==> src/rtl/unidade_busca.sv <==
// Instruction fetch stage: PC register, IF/ID register and a three-state
// fetch FSM with branch redirect, stall, end-of-program and error handling.
module unidade_busca #(
  parameter int END_INICIAL = 0,
  parameter int ULTIMO_END  = 21
) (
  input  logic        CLK,
  input  logic        RST_N,
  input  logic        Parar,
  input  logic        DesvioTomado,
  input  logic [31:0] EnderecoDesvio,
  input  logic [31:0] Instrucao,
  output logic [31:0] EnderecoAtual,
  output logic [31:0] InstrucaoID,
  output logic [31:0] PC_ID,
  output logic        ValidoID,
  output logic        Terminado,
  output logic        ErroEndereco,
  output logic [31:0] ContadorBuscas
);

  typedef enum logic [1:0] {
    INICIO,
    BUSCA,
    FIM
  } estado_t;

  localparam logic [31:0] PC_RST = 32'(END_INICIAL);
  localparam logic [31:0] PC_MAX = 32'(ULTIMO_END);

  estado_t     estado_q, estado_d;
  logic [31:0] pc_q, pc_d;
  logic [31:0] instr_q, instr_d;
  logic [31:0] pc_id_q, pc_id_d;
  logic [31:0] cnt_q, cnt_d;
  logic        valido_q, valido_d;
  logic        erro_q, erro_d;

  logic alvo_ok;
  logic br_ok;
  logic br_err;
  logic segura;
  logic avanca;

  // One-hot decode of the cycle's action; branch outranks stall.
  assign alvo_ok = EnderecoDesvio <= PC_MAX;
  assign br_ok   = DesvioTomado & alvo_ok;
  assign br_err  = DesvioTomado & ~alvo_ok;
  assign segura  = ~DesvioTomado & Parar;
  assign avanca  = ~DesvioTomado & ~Parar;

  always_ff @(posedge CLK or negedge RST_N) begin
    if (!RST_N) begin
      estado_q <= INICIO;
      pc_q     <= PC_RST;
      instr_q  <= '0;
      pc_id_q  <= '0;
      valido_q <= 1'b0;
      erro_q   <= 1'b0;
      cnt_q    <= '0;
    end else begin
      estado_q <= estado_d;
      pc_q     <= pc_d;
      instr_q  <= instr_d;
      pc_id_q  <= pc_id_d;
      valido_q <= valido_d;
      erro_q   <= erro_d;
      cnt_q    <= cnt_d;
    end
  end

  always_comb begin
    estado_d = estado_q;
    unique case (estado_q)
      INICIO: estado_d = BUSCA;
      BUSCA: begin
        if (br_ok) estado_d = BUSCA;
        else if (br_err) estado_d = FIM;
        else if (avanca && pc_q == PC_MAX) estado_d = FIM;
      end
      FIM: begin
        if (br_ok) estado_d = BUSCA;
      end
      default: estado_d = INICIO;
    endcase
  end

  always_comb begin
    pc_d     = pc_q;
    instr_d  = instr_q;
    pc_id_d  = pc_id_q;
    valido_d = valido_q;
    erro_d   = erro_q;
    cnt_d    = cnt_q;
    if (estado_q != INICIO) begin
      unique case (1'b1)
        br_ok: begin
          pc_d     = EnderecoDesvio;
          instr_d  = '0;
          valido_d = 1'b0;
        end
        br_err: begin
          erro_d   = 1'b1;
          valido_d = 1'b0;
        end
        segura: begin
          valido_d = valido_q;
        end
        avanca: begin
          if (estado_q == BUSCA) begin
            instr_d  = Instrucao;
            pc_id_d  = pc_q;
            valido_d = 1'b1;
            cnt_d    = cnt_q + 32'd1;
            if (pc_q != PC_MAX) pc_d = pc_q + 32'd1;
          end else begin
            valido_d = 1'b0;
          end
        end
        default: valido_d = valido_q;
      endcase
    end
  end

  assign EnderecoAtual  = pc_q;
  assign InstrucaoID    = instr_q;
  assign PC_ID          = pc_id_q;
  assign ValidoID       = valido_q;
  assign ErroEndereco   = erro_q;
  assign ContadorBuscas = cnt_q;
  assign Terminado      = estado_q == FIM;

endmodule

==> config.mk <==
export PLATFORM = sky130hd
export DESIGN_NAME = unidade_busca
export DESIGN_NICKNAME = d
export VERILOG_FILES = /design/src/rtl/unidade_busca.sv
export SDC_FILE = /design/constraint.sdc
export NUM_CORES = 1
export LEC_CHECK = 0
export CAP_MARGIN = 10
export CORE_ASPECT_RATIO = 0.9
export CORE_MARGIN = 2
export CORE_UTILIZATION = 30
export DETAILED_ROUTE_END_ITERATION = 8
export GPL_ROUTABILITY_DRIVEN = 0
export PLACE_DENSITY = 0.58
export SLEW_MARGIN = 20
export SYNTH_ARGS = -nofsm -noshare
export SYNTH_HDL_FRONTEND = slang
export SYNTH_SLANG_ARGS = --single-unit
==> constraint.sdc <==
create_clock -name CLK -period 3.68 [get_ports CLK]
set_input_delay 0.736 -clock CLK [delete_from_list [all_inputs] [get_ports CLK]]
set_output_delay 0.736 -clock CLK [all_outputs]
set_load 0.01 [all_outputs]
==> metrics.yaml <==
die:
  core_area_sq_um: 21600
  initial_core_util_pct: 30.4
  rows: 51
  top_level_ports: 199
  die_width_um: 160
  die_area_sq_um: 23100
  fp.dieH_um: 144
critical_path:
  r2r_slack_ns: 1.08
  crit_family: "simple AND/OR/NAND/NOR gates"
  cp_num_cells: 7
  cp_slowest_cell: "or4_1"
  arrival_ns: 3.32
  reg2reg_to: "EnderecoAtual[28]"
  slowest_delay_ns: 0.76
  cp_cell_sequence: "clkdlybuf4s50_1, nor4_1, nand4_1, or4_1, a21oi_2, buf_4, mux2i_1"
  reg2reg_depth: 6
  crit_type: "in -> reg"
  crit_required_ns: 4.02
  critPathMaxFanout: 14
  endpoint_kind: "flip-flop"
  crit_buf_inv: 2
  start_kind: "input port"
  worstReg2RegStart: "EnderecoAtual[22]"
synth:
  ys.flop_type: "dfrtp_1"
  synth_top_area_share_pct: 50.4
  ys_ff_latch: 132
  synth_edf_count: 0
  synth_area_sq_um: 6560
  netlist_instances: 646
  syn-num-nets: 717
  synth_cell_types: 52
  avgSynthCellArea_sq_um: 10.2
  async_flop_share_pct: 100
  yosys-top-cells-area: "dfrtp_1, mux2_2, mux2i_1"
  synth_commonest_cells: "dfrtp_1, nand2_1, inv_1"
  synth-seq-area-share_pct: 50.4
  synth_top_cell_by_area: "dfrtp_1"
  ys_warn_count: 0
  yosysMostFrequentCell: "dfrtp_1"
route:
  vias: 5754
  drt_iter0_markers: 576
  drc: 0
  ant_nets: 0
  dr.pass1.iters: 5
  totalWireLength_mm: 20.3
  viasPerCell: 5.03
  wl_per_cell_um: 17.8
cells_and_area:
  diodes: 0
  drive_gt1_share_pct: 11.0
  fin_util_pct: 44.0
  area_growth_pct: 44.6
  nets: 910
global_route:
  overflow: 0
  grt_pass1_vias: 5611
  grt_usage_pct: 17.7
  grt_pass1_wl_mm: 32.2
  grt_max_degree: 81
  antenna_found_initial: 0
timing:
  maxSlewHeadroom_pct: 35.8
  tightest_slew_ns: 0.960
  fmaxAchievable_ghz: 0.336
  finalMaxSlewViolations: 0
  period_needed_ns: 2.98
  timing.final.crit_share_pct: 81.0
  rsz0062_at_grt: "no"
  hold_viol_final: 0
  finalClockSkew_ns: 0.00987
  fin_setup_tns_ns: 0
  finalSetupViolations: 0
clock_network:
  cts_hold_buf: 0
  cts-root-to-sink-buffers: 2
  cts_made_buffers: 17
  cts_tree: "yes"
  cts.repair.resized: 0
  clkSinkCount: 132
  cts_root_buf: "clkbuf_16"
  postCtsSetupBuffers: 0
  cts.clk_slew.worst_paths_ns: 0.06
  cts_max_level: 4
  insertion_delay_ns: 0.42
power:
  p_int_mw: 4.42
  swShare_pct: 34.0
  p_sw_mw: 2.27
  p_clk_share_pct: 27.0
  combPwrFrac_pct: 35.6
  pwr_density_cell_nw_per_um2: 705
  p_seq_share_pct: 37.4
  p_leak_nw: 4.06
  total_power_mw: 6.69
  peakVddDrop_v: 0.000390
placed_design:
  io_buffers: 198
  dp_hpwl_mm: 14.2
run:
  drv_cap: 0
run_status:
  status: "finished, final reports clean"
min_path:
  hp-class: "in -> async"
per-stage QoR:
step / hold WS, ns / worst slack [ns] / area [sq um] / instances
after floorplan: 0.440 / 1.21 / 6560 / 646
after global placement: 0.462 / 0.299 / 8870 / 1111
after detailed placement: 0.463 / 0.243 / 8870 / 1111
after CTS: 0.393 / 0.668 / 9490 / 1143
after global routing: 0.426 / 0.575 / 9490 / 1143
final: 0.379 / 0.700 / 9490 / 1143
layout make-up:
| class | instances | area, sq um |
|---|---|---|
| Clock buffer | 17 | 425 |
| Clock inverter | 15 | 193 |
| Fill cell | 2065 | 12100 |
| Inverter | 61 | 229 |
| Multi-Input combinational cell | 415 | 2870 |
| Sequential cell | 132 | 3300 |
| Tap cell | 291 | 364 |
| Timing Repair Buffer | 212 | 2100 |
sequential cells by signal, summed over array words and instances, names as in the netlist:
| signal | cells |
|---|---|
| ErroEndereco | 1 |
| EnderecoAtual | 32 |
| ValidoID | 1 |
| InstrucaoID | 32 |
| PC_ID | 32 |
| ContadorBuscas | 32 |
| estado_q | 2 |
worst max-delay path by stage:
stage                                   from                end  slack, ns
after floorplan           EnderecoDesvio[29]  EnderecoAtual[31]       1.21
after global placement    EnderecoDesvio[27]   EnderecoAtual[1]       0.30
after detailed placement  EnderecoDesvio[27]   EnderecoAtual[1]       0.24
after CTS                 EnderecoDesvio[27]   EnderecoAtual[1]       0.67
after global routing      EnderecoDesvio[27]   EnderecoAtual[1]       0.58
final                     EnderecoDesvio[27]   EnderecoAtual[1]       0.70
placed cells by master, fill, tap and decap left out, types with 5 or more instances in the layout:
master and count:
and4_1 8, and3_1 11, a22oi_1 17, xor2_1 11, nor3_1 16, nand2_1 63, nand3_1 27, buf_4 13
mux2i_1 33, clkdlybuf4s50_1 197, a21oi_1 8, xnor2_1 20, a2bb2oi_1 7, clkbuf_16 17, dfrtp_1 132, nand4_1 15
inv_1 61, nor2_1 28, mux2_2 33, o21ai_0 24, o22ai_1 24, nor4_1 13, inv_6 5
power by group through the flow:
stage / Sequential (mW) / Clock, mW / Combinational (mW)
final: 2.50 / 1.81 / 2.38
after global routing: 2.60 / 1.92 / 2.58
after CTS: 2.50 / 1.85 / 2.41
after detailed placement: 2.52 / 0 / 2.40
after global placement: 2.51 / 0 / 2.38
after floorplan: 2.59 / 0 / 0.835
logic make-up after synthesis:
family          after synthesis  share of synthesized area, %
compound gates              109                          11.3
xor+xnor                     31                          4.14
mux                          66                          10.7
fa+ha+maj                     3                         0.572
buf+inv                      99                          6.08
simple gates                206                          16.9
flops                       132                          50.4
per-layer routing:
| layer | GRT usage (%) | vias up | routed length, um |
|---|---|---|---|
| li1 | - | 2686 | - |
| met1 | 25.0 | 2798 | 9500 |
| met2 | 26.4 | 233 | 8970 |
| met3 | 4.59 | 37 | 1380 |
| met4 | 5.88 | 0 | 456 |
| met5 | 0 | - | 0 |
Note: power is estimated with default switching activity, not from simulation.
